==> src/rtl/x_bufgmux_sel_ctrl_if.sv <==
// rtl/x_bufgmux_sel_ctrl_if.sv - select request and clock-mux control signals
interface x_bufgmux_sel_ctrl_if;
    logic req;
    logic inhibit;
    logic s;
    logic ce;
    logic busy;
    logic done;

    modport master (
        output req,
        output inhibit,
        input  s,
        input  ce,
        input  busy,
        input  done
    );

    modport slave (
        input  req,
        input  inhibit,
        output s,
        output ce,
        output busy,
        output done
    );
endinterface

==> src/rtl/x_bufgmux_sel_ctrl.sv <==
// rtl/x_bufgmux_sel_ctrl.sv - glitch-safe select/CE sequencer for a two-input clock mux
module x_bufgmux_sel_ctrl #(
    parameter int SYNC_STAGES   = 2,
    parameter int OFF_CYCLES    = 4,
    parameter int SETTLE_CYCLES = 8,
    parameter int CNT_W         = 8,
    parameter bit INIT_SEL      = 1'b0
) (
    input  logic                   clk,
    input  logic                   rst_n,
    x_bufgmux_sel_ctrl_if.slave    bus
);

    localparam logic [1:0] ST_IDLE     = 2'd0;
    localparam logic [1:0] ST_GATE_OFF = 2'd1;
    localparam logic [1:0] ST_SETTLE   = 2'd2;

    localparam logic [CNT_W-1:0] OFF_LOAD    = CNT_W'(OFF_CYCLES - 1);
    localparam logic [CNT_W-1:0] SETTLE_LOAD = CNT_W'(SETTLE_CYCLES - 1);

    logic [SYNC_STAGES-1:0] sync_q;
    logic [1:0]             state;
    logic [CNT_W-1:0]       cnt;
    logic                   s_q;
    logic                   ce_q;
    logic                   busy_q;
    logic                   done_q;
    logic                   req_s;

    assign req_s = sync_q[SYNC_STAGES-1];

    // S only toggles in GATE_OFF, so it can never move while CE is high.
    always_ff @(posedge clk or negedge rst_n) begin
        if (!rst_n) begin
            sync_q <= {SYNC_STAGES{INIT_SEL}};
            state  <= ST_IDLE;
            cnt    <= '0;
            s_q    <= INIT_SEL;
            ce_q   <= 1'b1;
            busy_q <= 1'b0;
            done_q <= 1'b0;
        end else begin
            sync_q <= {sync_q[SYNC_STAGES-2:0], bus.req};
            case (state)
                ST_IDLE: begin
                    done_q <= 1'b0;
                    if ((req_s != s_q) && !bus.inhibit) begin
                        ce_q   <= 1'b0;
                        busy_q <= 1'b1;
                        cnt    <= OFF_LOAD;
                        state  <= ST_GATE_OFF;
                    end
                end
                ST_GATE_OFF: begin
                    if (cnt == '0) begin
                        s_q   <= ~s_q;
                        cnt   <= SETTLE_LOAD;
                        state <= ST_SETTLE;
                    end else begin
                        cnt <= cnt - CNT_W'(1);
                    end
                end
                ST_SETTLE: begin
                    if (cnt == '0) begin
                        ce_q   <= 1'b1;
                        busy_q <= 1'b0;
                        done_q <= 1'b1;
                        state  <= ST_IDLE;
                    end else begin
                        cnt <= cnt - CNT_W'(1);
                    end
                end
                default: begin
                    state <= ST_IDLE;
                end
            endcase
        end
    end

    assign bus.s    = s_q;
    assign bus.ce   = ce_q;
    assign bus.busy = busy_q;
    assign bus.done = done_q;

endmodule

==> src/flat_wrapper.sv <==
// flat-port wrapper written by rule: the top's interface ports become plain ports
module x_bufgmux_sel_ctrl_flat 
#(
    parameter int SYNC_STAGES   = 2,
    parameter int OFF_CYCLES    = 4,
    parameter int SETTLE_CYCLES = 8,
    parameter int CNT_W         = 8,
    parameter bit INIT_SEL      = 1'b0
)
  (clk, rst_n, bus_req, bus_inhibit, bus_s, bus_ce, bus_busy, bus_done);
  x_bufgmux_sel_ctrl_if bus_i ();
  input  logic clk;
  input  logic rst_n;
  input wire logic [$bits(bus_i.req)-1:0] bus_req;
  input wire logic [$bits(bus_i.inhibit)-1:0] bus_inhibit;
  output wire logic [$bits(bus_i.s)-1:0] bus_s;
  output wire logic [$bits(bus_i.ce)-1:0] bus_ce;
  output wire logic [$bits(bus_i.busy)-1:0] bus_busy;
  output wire logic [$bits(bus_i.done)-1:0] bus_done;
  assign bus_i.req = bus_req;
  assign bus_i.inhibit = bus_inhibit;
  assign bus_s = bus_i.s;
  assign bus_ce = bus_i.ce;
  assign bus_busy = bus_i.busy;
  assign bus_done = bus_i.done;
  x_bufgmux_sel_ctrl #(.SYNC_STAGES(SYNC_STAGES), .OFF_CYCLES(OFF_CYCLES), .SETTLE_CYCLES(SETTLE_CYCLES), .CNT_W(CNT_W), .INIT_SEL(INIT_SEL)) u_core (.clk(clk), .rst_n(rst_n), .bus(bus_i));
endmodule
==> config.mk <==
export PLATFORM = sky130hd
export DESIGN_NAME = x_bufgmux_sel_ctrl_flat
export DESIGN_NICKNAME = d
export VERILOG_FILES = /design/src/rtl/x_bufgmux_sel_ctrl_if.sv /design/src/rtl/x_bufgmux_sel_ctrl.sv /design/src/flat_wrapper.sv
export SDC_FILE = /design/constraint.sdc
export NUM_CORES = 1
export LEC_CHECK = 0
export CORE_MARGIN = 10
export CORE_UTILIZATION = 55
export CTS_CLUSTER_SIZE = 16
export DETAILED_ROUTE_END_ITERATION = 6
export MAX_ROUTING_LAYER = met4
export PLACE_DENSITY = 0.74
export SLEW_MARGIN = 20
export SYNTH_ARGS = -nofsm -noshare
export SYNTH_HDL_FRONTEND = slang
export SYNTH_SLANG_ARGS = --single-unit
==> constraint.sdc <==
create_clock -name clk -period 2.3 [get_ports clk]
set_input_delay 0.345 -clock clk [delete_from_list [all_inputs] [get_ports clk]]
set_output_delay 0.345 -clock clk [all_outputs]
set_load 0.005 [all_outputs]
==> summary.txt <==
Status
  • Run status: finished, final reports clean

Clock tree
  • H-Tree Depth: 1
  • # hold bufs at CTS: 0
  • Post_cts resized: 0
  • Clock transition at the registers of the reported paths: 0.09 ns
  • Clock tree root buffer cell: sky130_fd_sc_hd__clkbuf_4
  • Post-CTS repair timing setup buffer count: 0
  • Clock tree from TritonCTS: done
  • Worst-Skew Late Latency: 0.29 ns
  • Clock buffer count from CTS: 3
  • Clock buffer depth: 2
  • Number of clock sinks: 16

Placed design
  • Final HPWL DP: 1390 um
  • Instance area after placement: 998 um^2
  • Post-Place Worst Slack: 0.364 ns
  • IO buf count: 7
  • Global placer's final weighted congestion: 0.887

Power
  • Power density relative to cell area: 1300 nW/um^2
  • Highest ir drop seen on vdd: 805 uV
  • Total chip power: 0.00134 W
  • LEAKAGE: 0.419 nW

STA
  • Share of the cycle needed by the critical path after routing: 85.5%
  • Worst hold slack after final layout: 0.365 ns
  • Worst clock skew on the final layout: 0.00205 ns
  • Count of pins over their slew limit: 0
  • Total negative slack for setup checks: 0 ns
  • Transition time at the pin with the least slew margin: 0.672 ns
  • Relative slew margins: 55.0%
  • RSZ-0062 raised after global routing: no
  • Final number of hold-violating endpoints: 0
  • Achievable clock frequency: 0.509 GHz
  • Setup violations, final: 0
  • Final critical delay including setup and external delays: 1.97 ns
  • Final worst-path setup slack: 0.334 ns

Global route
  • Global-route wire length before repair: 3180 um
  • Total grt overflow: 0
  • Pin count of the biggest net entering global routing: 17
  • Antenna violations before repair: 0
  • Number of global-route vias before repair: 704
  • Total Routing Usage GR: 11.5%

Routing
  • Post-detailed-route via-to-cell ratio: 6.06
  • Number of DRC violations after detailed-routing iteration 0: 23
  • Avg WL per Cell: 15.9 um
  • Drc violations: 0
  • Total iterations of the first detailed-routing run: 4
  • Total number of vias: 709
  • Remaining antenna violation count after routing: 0
  • Wire length after detailed routing: 1860 um

Die
  • Count of standard-cell rows: 14
  • Effective utilization at floorplan: 60.0%
  • Die Footprint: 3720 um^2
  • Number of placed I/O pins: 8
  • Height of the die: 61 um
  • Horizontal extent of the die: 61 um
  • Area of the placeable core: 1540 um^2

Finish
  • Area occupied by multi-input gates: 473 um^2
  • Post-route cell area: 1030 um^2
  • Number of diodes: 0
  • Nets: 110
  • Share of cells above drive strength 1: 13.9%
  • Fill cell total of the finished layout: 119
  • Register cell area after layout: 402 um^2
  • Area Overhead vs Synth: 11.9%

Synthesis
  • Mapped Area: 925 um^2
  • Cells after synthesis: 92
  • Net count of the mapped netlist: 100
  • Cell variety after synth: 34
  • Per-instance average area after synthesis: 10.1 um^2
  • Synthesized flop and latch total: 16
  • Sequential fraction of the synthesis area: 43.4%
  • Yosys warnings: 0

Min path
  • Worst hold path startpoint: u_core.sync_q[0]
  • Type of the tightest min-delay check: flip-flop to flip-flop
  • Instance count along the most critical hold path: 0
  • End point of the most critical hold path: u_core.sync_q[1]

Setup path
  • Largest driver fanout on the critical path: 11
  • Arr. time, crit path: 2.14 ns
  • Worst r2r path cells: 6
  • Endpoint kind of the worst setup timing path: flip-flop
  • Worst R2R Setup Slack: 0.33 ns
  • Endpoint required time on the critical path: 2.47 ns
  • RR Endpoint: u_core.cnt[4]
  • Worst Setup Path Type: flip-flop to flip-flop
  • Nature of the critical path startpoint: flip-flop
  • Worst flop-to-flop path startpoint: u_core.state[0]

Flow run
  • Max-cap violation count: 0
[cells in the final DEF, fill, tap and decap left out, drive strengths merged, types with 2 or more instances in the layout]
| master | count |
|---|---|
| o211ai | 5 |
| dfrtp | 15 |
| and2 | 2 |
| o22a | 2 |
| inv | 9 |
| a41oi | 2 |
| xnor2 | 2 |
| a21oi | 7 |
| clkbuf | 4 |
| clkdlybuf4s50 | 7 |
| a31oi | 7 |
| nor2 | 3 |
| ha | 4 |
| o21ai | 8 |
| or3 | 2 |
| nor3 | 3 |
| nand2 | 5 |
[sequential cells by signal, indices dropped and copies added, names as in the netlist]
| signal | count |
|---|---|
| u_core.bus.busy | 1 |
| u_core.bus.ce | 1 |
| u_core.cnt | 8 |
| u_core.state | 2 |
| u_core.sync_q | 2 |
| u_core.bus.s | 1 |
| u_core.bus.done | 1 |
[logic make-up after synthesis]
kind of cell             Yosys count  share of synthesized area, %
XOR/XNOR                           2                          1.89
AND/OR/NAND/NOR                   22                          15.2
adder cells (fa/ha/maj)            4                          5.41
buffers and inverters             11                          5.41
AO/OA/AOI/OAI                     36                          27.1
multiplexers                       1                          1.62
flip-flops                        16                          43.4
[layer usage]
| metal | vias to the layer above | wire [um] | track usage, % |
|---|---|---|---|
| li1 | 363 | - | - |
| met1 | 329 | 931 | 14.7 |
| met2 | 11 | 817 | 16.3 |
| met3 | 6 | 73 | 2.71 |
| met4 | 0 | 41 | 6.27 |
| met5 | - | 0 | - |
[synthesized netlist by cell type, drive strengths merged]
master,count,area (um^2)
mux2,1,15.0
ha,4,50.1
inv,9,33.8
o22a,2,17.5
dfrtp,15,375
a21oi,7,35.0
a21o,1,7.51
a31oi,7,43.8
a41oi,2,17.5
dfstp,1,26.3
a22o,1,8.76
o22ai,1,12.5
nor4b,1,23.8
o221ai,1,8.76
nor2,3,11.3
and2,2,15.0
nand4,1,6.26
nand3,1,10.0
nand2b,1,6.26
buf,2,16.3
nor3b,1,7.51
or2,1,6.26
or3,2,12.5
o2111ai,1,8.76
o211ai,5,42.5
nand2,5,18.8
xnor2,2,17.5
nor3,3,15.0
o21ai,8,47.6
or2b,1,7.51
[worst max path at each step]
stage / from / endpoint / slack (ns) / cells after the start
after floorplan: u_core.cnt[0] / u_core.state[0] / 0.61 / 6
after global placement: bus_inhibit / u_core.cnt[4] / 0.43 / 5
after detailed placement: u_core.state[0] / u_core.cnt[7] / 0.36 / 6
after CTS: u_core.state[0] / u_core.cnt[7] / 0.34 / 6
after global routing: u_core.state[0] / u_core.cnt[3] / 0.18 / 6
final: u_core.state[0] / u_core.cnt[4] / 0.33 / 6
[metrics by stage]
stage          util [%]  cells
2_1_floorplan         -     92
3_3_place_gp       64.8    113
3_5_place_dp       64.8    113
4_1_cts            67.1    117
5_1_grt            67.1    117
6_report           67.1    117
[area by class of cell]
type / instances / area share (%)
Multi-Input combinational cell: 65 / 45.7
Inverter: 9 / 3.26
Tap cell: 16 / 1.93
Timing Repair Buffer: 7 / 6.77
Sequential cell: 16 / 38.8
Clock buffer: 4 / 3.51
[report_power, final]
part	switching [W]	internal (W)	total [W]	leakage, nW
Sequential	0.000102	0.000367	0.000469	0.197
Clock	0.0000922	0.0000966	0.000189	0.0210
Combinational	0.000395	0.000287	0.000682	0.202
[critical path: stages, from the launching register on]
cell	delay, ns
sky130_fd_sc_hd__dfrtp_1	0.41
sky130_fd_sc_hd__inv_1	0.09
sky130_fd_sc_hd__ha_1	0.36
sky130_fd_sc_hd__nor2_1	0.17
sky130_fd_sc_hd__o22ai_2	0.32
sky130_fd_sc_hd__and2_1	0.36
sky130_fd_sc_hd__a31oi_1	0.13
Power figures use the tool's default switching activity.
==> variant 1 (same settings) <==
`SYNC_STAGES` is set to 2 in 2 places; all go to 4.
--- a/src/rtl/x_bufgmux_sel_ctrl.sv
+++ b/src/rtl/x_bufgmux_sel_ctrl.sv
@@ -1,6 +1,6 @@
 // rtl/x_bufgmux_sel_ctrl.sv - glitch-safe select/CE sequencer for a two-input clock mux
 module x_bufgmux_sel_ctrl #(
-    parameter int SYNC_STAGES   = 2,
+    parameter int SYNC_STAGES   = 4,
     parameter int OFF_CYCLES    = 4,
     parameter int SETTLE_CYCLES = 8,
     parameter int CNT_W         = 8,
--- a/src/flat_wrapper.sv
+++ b/src/flat_wrapper.sv
@@ -1,7 +1,7 @@
 // flat-port wrapper written by rule: the top's interface ports become plain ports
 module x_bufgmux_sel_ctrl_flat 
 #(
-    parameter int SYNC_STAGES   = 2,
+    parameter int SYNC_STAGES   = 4,
     parameter int OFF_CYCLES    = 4,
     parameter int SETTLE_CYCLES = 8,
     parameter int CNT_W         = 8,
Function: changed (Yosys sat finds a counterexample within 4 cycles, from zero or initial values and one cycle with rst_n low).
==> variant 1 against the original RTL <==
Sequential cell count up 2. Worst hold slack worse by 0.0033 ns. Non-clock buffer count up 1. Power down 11%. Setup slack worse by 0.10 ns. First-iteration DRC count down 30%. Cell area up 3.4%. Routed wire length down 3.3%. Area after synthesis up 1.5%. Critical path type unchanged.
==> variant 1: results (changes against the original RTL) <==
* Slowest stage delay, CP at 0.50 ns (was 0.41 ns)
* Post-synthesis cell type count at 37 (was 34)
* First-pass GRT wire length at 3.28 mm (was 3.18 mm)
* Final HPWL DP at 1.36 mm (was 1.39 mm)
* Final hold slack at 0.361 ns (was 0.365 ns)
* Skew final at 0.00303 ns (was 0.00205 ns)
* Area contributors post-synth: dfrtp_1 (45%), ha_1 (5.3%), o21ai_0 (3.7%) (was dfrtp_1 (41%), ha_1 (5.4%), a31oi_1 (4.7%))
* Crit path max fanout at 8 (was 11)
* CP max-delay cell: or3_1 (was dfrtp_1)
* Biggest regs: u_core.cnt (8), u_core.sync_q (4), u_core.state (2) (was u_core.cnt (8), u_core.state (2), u_core.sync_q (2))
* Post-synthesis adder-cell area fraction at 0.0533 (was 0.0541)
* LEAKAGE at 0.500 nW (was 0.419 nW)
* Worst vdd ir at 0.000801 V (was 0.000805 V)
* Synth top cells by count: dfrtp_1 (17), nor2_1 (9), o21ai_0 (7) (was dfrtp_1 (15), inv_1 (9), a21oi_1 (7), a31oi_1 (7), o21ai_0 (6))
* Final nets at 113 (was 110)
* Filler instances at 117 (was 119)
* Placed cell count at 116 (was 113)
* Vias per inst at 6.18 (was 6.06)
* Status: completed (unchanged)
* Number of global-route vias before repair at 736 (was 704)
* Slew headroom at 0.717 (was 0.550)
* Sequential area share after synthesis at 0.481 (was 0.434)
* DP Area at 0.00103 mm^2 (was 998 um^2)
* WL per Instance at 15.0 um (was 15.9 um)
* Worst r2r src: u_core.cnt[0]$_DFFE_PN0P_ (was u_core.state[0]$_DFFE_PN0P_)
* Hold worst-path end: u_core.sync_q[3]$_DFF_PN0_ (was u_core.sync_q[1]$_DFF_PN0_)
* Post-Route WL at 1.80 mm (was 1.86 mm)
* Reg-to-Reg End: u_core.cnt[2]$_DFFE_PN0P_ (was u_core.cnt[4]$_DFFE_PN0P_)
-- variant 1: cell count changes after synthesis, sizes merged, moves of 3 or more --
cell / delta
a31oi: -5
inv: -3
nor2: +6
o211ai: -4
-- variant 1: power breakdown --
group          internal (W)  total, W  switching, W
sequential         0.000376  0.000436     0.0000599
clock             0.0000964  0.000191     0.0000949
combinational      0.000234  0.000568      0.000334
total              0.000706   0.00119      0.000489
-- variant 1: what timing repair did --
action / CTS / global route
endpoints found under the hold margin: 0 / 0
setup endpoints to repair: 0 / 3
setup buffers: 0 / 0
resized for setup: 0 / 1
-- variant 1: worst reg2reg max path: cells and delay by family (launching register included) --
kind                     cells  cell delay [ns]
AO/OA/AOI/OAI                2             0.38
adder cells (fa/ha/maj)      1             0.19
buffers and inverters        1             0.08
flip-flops                   1             0.43
AND/OR/NAND/NOR              2             0.93
-- variant 1: final cells by class --
type / instances / share of cell area
Multi-Input combinational cell: 68 / 0.432
Tap cell: 16 / 0.0187
Timing Repair Buffer: 8 / 0.0725
Sequential cell: 18 / 0.422
Inverter: 6 / 0.0211
Clock buffer: 4 / 0.0339
-- variant 1: cell families after synthesis --
family                   Yosys count
buffers and inverters              8
adder cells (fa/ha/maj)            4
XOR/XNOR                           3
flip-flops                        18
AO/OA/AOI/OAI                     33
AND/OR/NAND/NOR                   28
-- variant 1: per-stage QoR --
step / total power, W / utilization
floorplan: 0.000857 / -
global placement: 0.000990 / 0.659
detailed placement: 0.000996 / 0.659
CTS: 0.00119 / 0.682
global route: 0.00130 / 0.686
finish: 0.00120 / 0.686
-- variant 1: how the worst max path moves through the flow --
stage | end | slack (ns) | depth (start not counted)
floorplan | u_core.cnt[2]$_DFFE_PN0P_ | 0.45 | 7
global placement | u_core.cnt[2]$_DFFE_PN0P_ | 0.23 | 6
detailed placement | u_core.cnt[1]$_DFFE_PN0P_ | 0.21 | 6
CTS | u_core.cnt[2]$_DFFE_PN0P_ | 0.20 | 6
global route | u_core.cnt[2]$_DFFE_PN0P_ | 0.11 | 6
finish | u_core.cnt[2]$_DFFE_PN0P_ | 0.23 | 6
-- variant 1: layer usage --
layer | vias up | global-route usage | routed length, um
met5 | - | - | 0
met4 | 0 | 0.0423 | 25
met3 | 4 | 0.0288 | 71
met2 | 13 | 0.170 | 798
met1 | 347 | 0.151 | 907
li1 | 377 | - | -
==> variant 2 (same flow settings) <==
Made on the original files. Make the reset (`rst_n`) synchronous in one clocked block.
--- a/src/rtl/x_bufgmux_sel_ctrl.sv
+++ b/src/rtl/x_bufgmux_sel_ctrl.sv
@@ -30,7 +30,7 @@
     assign req_s = sync_q[SYNC_STAGES-1];
 
     // S only toggles in GATE_OFF, so it can never move while CE is high.
-    always_ff @(posedge clk or negedge rst_n) begin
+    always_ff @(posedge clk) begin
         if (!rst_n) begin
             sync_q <= {SYNC_STAGES{INIT_SEL}};
             state  <= ST_IDLE;
Function: differs if rst_n is asserted again (counterexample within 4 cycles, from zero or initial values and one cycle with rst_n low); with rst_n held inactive, the same outputs for 10 cycles.
==> variant 2 against the original RTL <==
Setup slack worse by 0.078 ns. Cell area decreased by 2.7%. Area after synthesis shrank 3.2%. Power is 20% higher. Cell count is 5.1% higher. Sequential share of layout area shrank 7.0 points. Routed wire length decreased by 0.43%. Sequential cell count unchanged. Utilization shrank 1.0 points. Via count up 8.3%. Count of clock-buffer cells in the layout unchanged. Clock skew rose by 0.00058 ns. Largest power group unchanged.
==> variant 2: results (changes against the original RTL) <==
* Status: completed (unchanged)
* Worst vdd ir at 0.000724 V (was 0.000805 V)
* Share of cells above drive strength 1 at 0.0841 (was 0.139)
* First-pass GRT wire length at 3.37 mm (was 3.18 mm)
* Worst-Skew Late Latency at 0.28 ns
* Hold_sp: u_core.sync_q[0]$_SDFF_PN0_ (was u_core.sync_q[0]$_DFF_PN0_)
* Slowest stage delay, CP at 0.59 ns (was 0.41 ns)
* Total track usage at 0.118 (was 0.115)
* Number of global-route vias before repair at 796 (was 704)
* YS warnings at 0 (unchanged)
* Mapped Nets at 108 (was 100)
* Skew final at 0.00263 ns (was 0.00205 ns)
* RePlAce Congestion at 0.881 (was 0.887)
* Filler instances at 135 (was 119)
* Non-Filler Instances at 123 (was 117)
* Crit path max fanout at 14 (was 11)
* Hold worst-path end: u_core.sync_q[1]$_SDFF_PN0_ (was u_core.sync_q[1]$_DFF_PN0_)
* Reg2reg path depth at 4 (was 6)
* WP data arrival at 2.23 ns (was 2.14 ns)
* Worst R2R Setup Slack at 0.26 ns (was 0.33 ns)
* Post-Route WL at 1.86 mm (about the same)
* Post-synth ARST share at 0 (was 1.00)
* Hold Path Stages at 1 (was 0)
* DRT iter0 DRCs at 18 (was 23)
* Area contributors post-synth: dfxtp_1 (36%), ha_1 (7.0%), a21oi_1 (5.6%) (was dfrtp_1 (41%), ha_1 (5.4%), a31oi_1 (4.7%))
* LEAKAGE at 0.377 nW (was 0.419 nW)
* Final HPWL DP at 1.42 mm (was 1.39 mm)
* Synth top cells by count: dfxtp_1 (16), a21oi_1 (10), inv_1 (7) (was dfrtp_1 (15), inv_1 (9), a21oi_1 (7), a31oi_1 (7), o21ai_0 (6))
* Vias at 768 (was 709)
* Placed cell count at 119 (was 113)
* Sequential area share after synthesis at 0.358 (was 0.434)
* Worst r2r src: u_core.cnt[3]$_SDFFE_PN0P_ (was u_core.state[0]$_DFFE_PN0P_)
* Reg-to-Reg End: u_core.cnt[1]$_SDFFE_PN0P_ (was u_core.cnt[4]$_DFFE_PN0P_)
* Syn Inst Count at 99 (was 92)
* CP max-delay cell: nor4_4 (was dfrtp_1)
* Slew headroom at 0.554 (was 0.550)
-- variant 2: cell types whose count changed in the layout (fill, tap and decap cells not counted), sizes merged, moves of 3 or more --
cell,change
or4,+7
a21oi,+3
o211ai,-5
dfxtp,+16
o31ai,+3
a31oi,-6
o221a,+4
o41ai,+3
o21ai,-3
nor4,+4
nor2,+3
dfrtp,-15
-- variant 2: power by group --
part | switching [W] | internal (W) | leakage (nW)
registers | 0.000106 | 0.000374 | 0.131
logic | 0.000529 | 0.000412 | 0.224
clock network | 0.0000879 | 0.0000964 | 0.0210
total | 0.000723 | 0.000883 | 0.377
-- variant 2: worst max-delay path by stage --
stage,startpoint,end,slack [ns],cells after the start
floorplan,u_core.state[0]$_SDFFE_PN0P_,u_core.cnt[6]$_SDFFE_PN0P_,0.53,6
global placement,bus_inhibit,u_core.cnt[2]$_SDFFE_PN0P_,0.32,4
detailed placement,bus_inhibit,u_core.cnt[2]$_SDFFE_PN0P_,0.26,4
CTS,u_core.cnt[3]$_SDFFE_PN0P_,u_core.cnt[1]$_SDFFE_PN0P_,0.26,4
global route,u_core.cnt[3]$_SDFFE_PN0P_,u_core.cnt[1]$_SDFFE_PN0P_,0.13,4
finish,u_core.cnt[3]$_SDFFE_PN0P_,u_core.cnt[1]$_SDFFE_PN0P_,0.26,4
-- variant 2: logic make-up after synthesis --
logic type / count (synthesis) / share of synthesized area
adders and majority gates: 5 / 0.0699
xor gates and xnor gates: 2 / 0.0196
AOI/OAI and AO/OA: 31 / 0.249
buffers and inverters: 11 / 0.0531
DFF: 16 / 0.358
and+or+nand+nor: 34 / 0.250
-- variant 2: layer usage --
layer,GRT usage,up-vias,routed length [um]
li1,-,397,-
met1,0.138,361,872
met2,0.185,8,908
met3,0.0480,2,71
met4,0.0288,0,4
met5,-,-,0
-- variant 2: per-stage QoR --
step                      hold WS [ns]  area, um^2  setup slack (ns)
after floorplan                  0.412         895             0.531
after global placement           0.415         971             0.320
after detailed placement         0.427         971             0.256
after CTS                        0.452        1010             0.259
after global routing             0.465        1010             0.127
final                            0.443        1010             0.256
-- variant 2: area by class of cell --
cell class,count,area share
multi-input cells,72,0.523
clock buffers,4,0.0360
well taps,16,0.0199
repair buffers,8,0.0770
flip-flops and latches,16,0.318
inverters,7,0.0261
-- variant 2: worst register-to-register path, cell delays in order (launching register included) --
cell	delay [ns]
dfxtp_1	0.36
or4_4	0.58
nor4_4	0.59
nor3_1	0.13
o221a_1	0.28
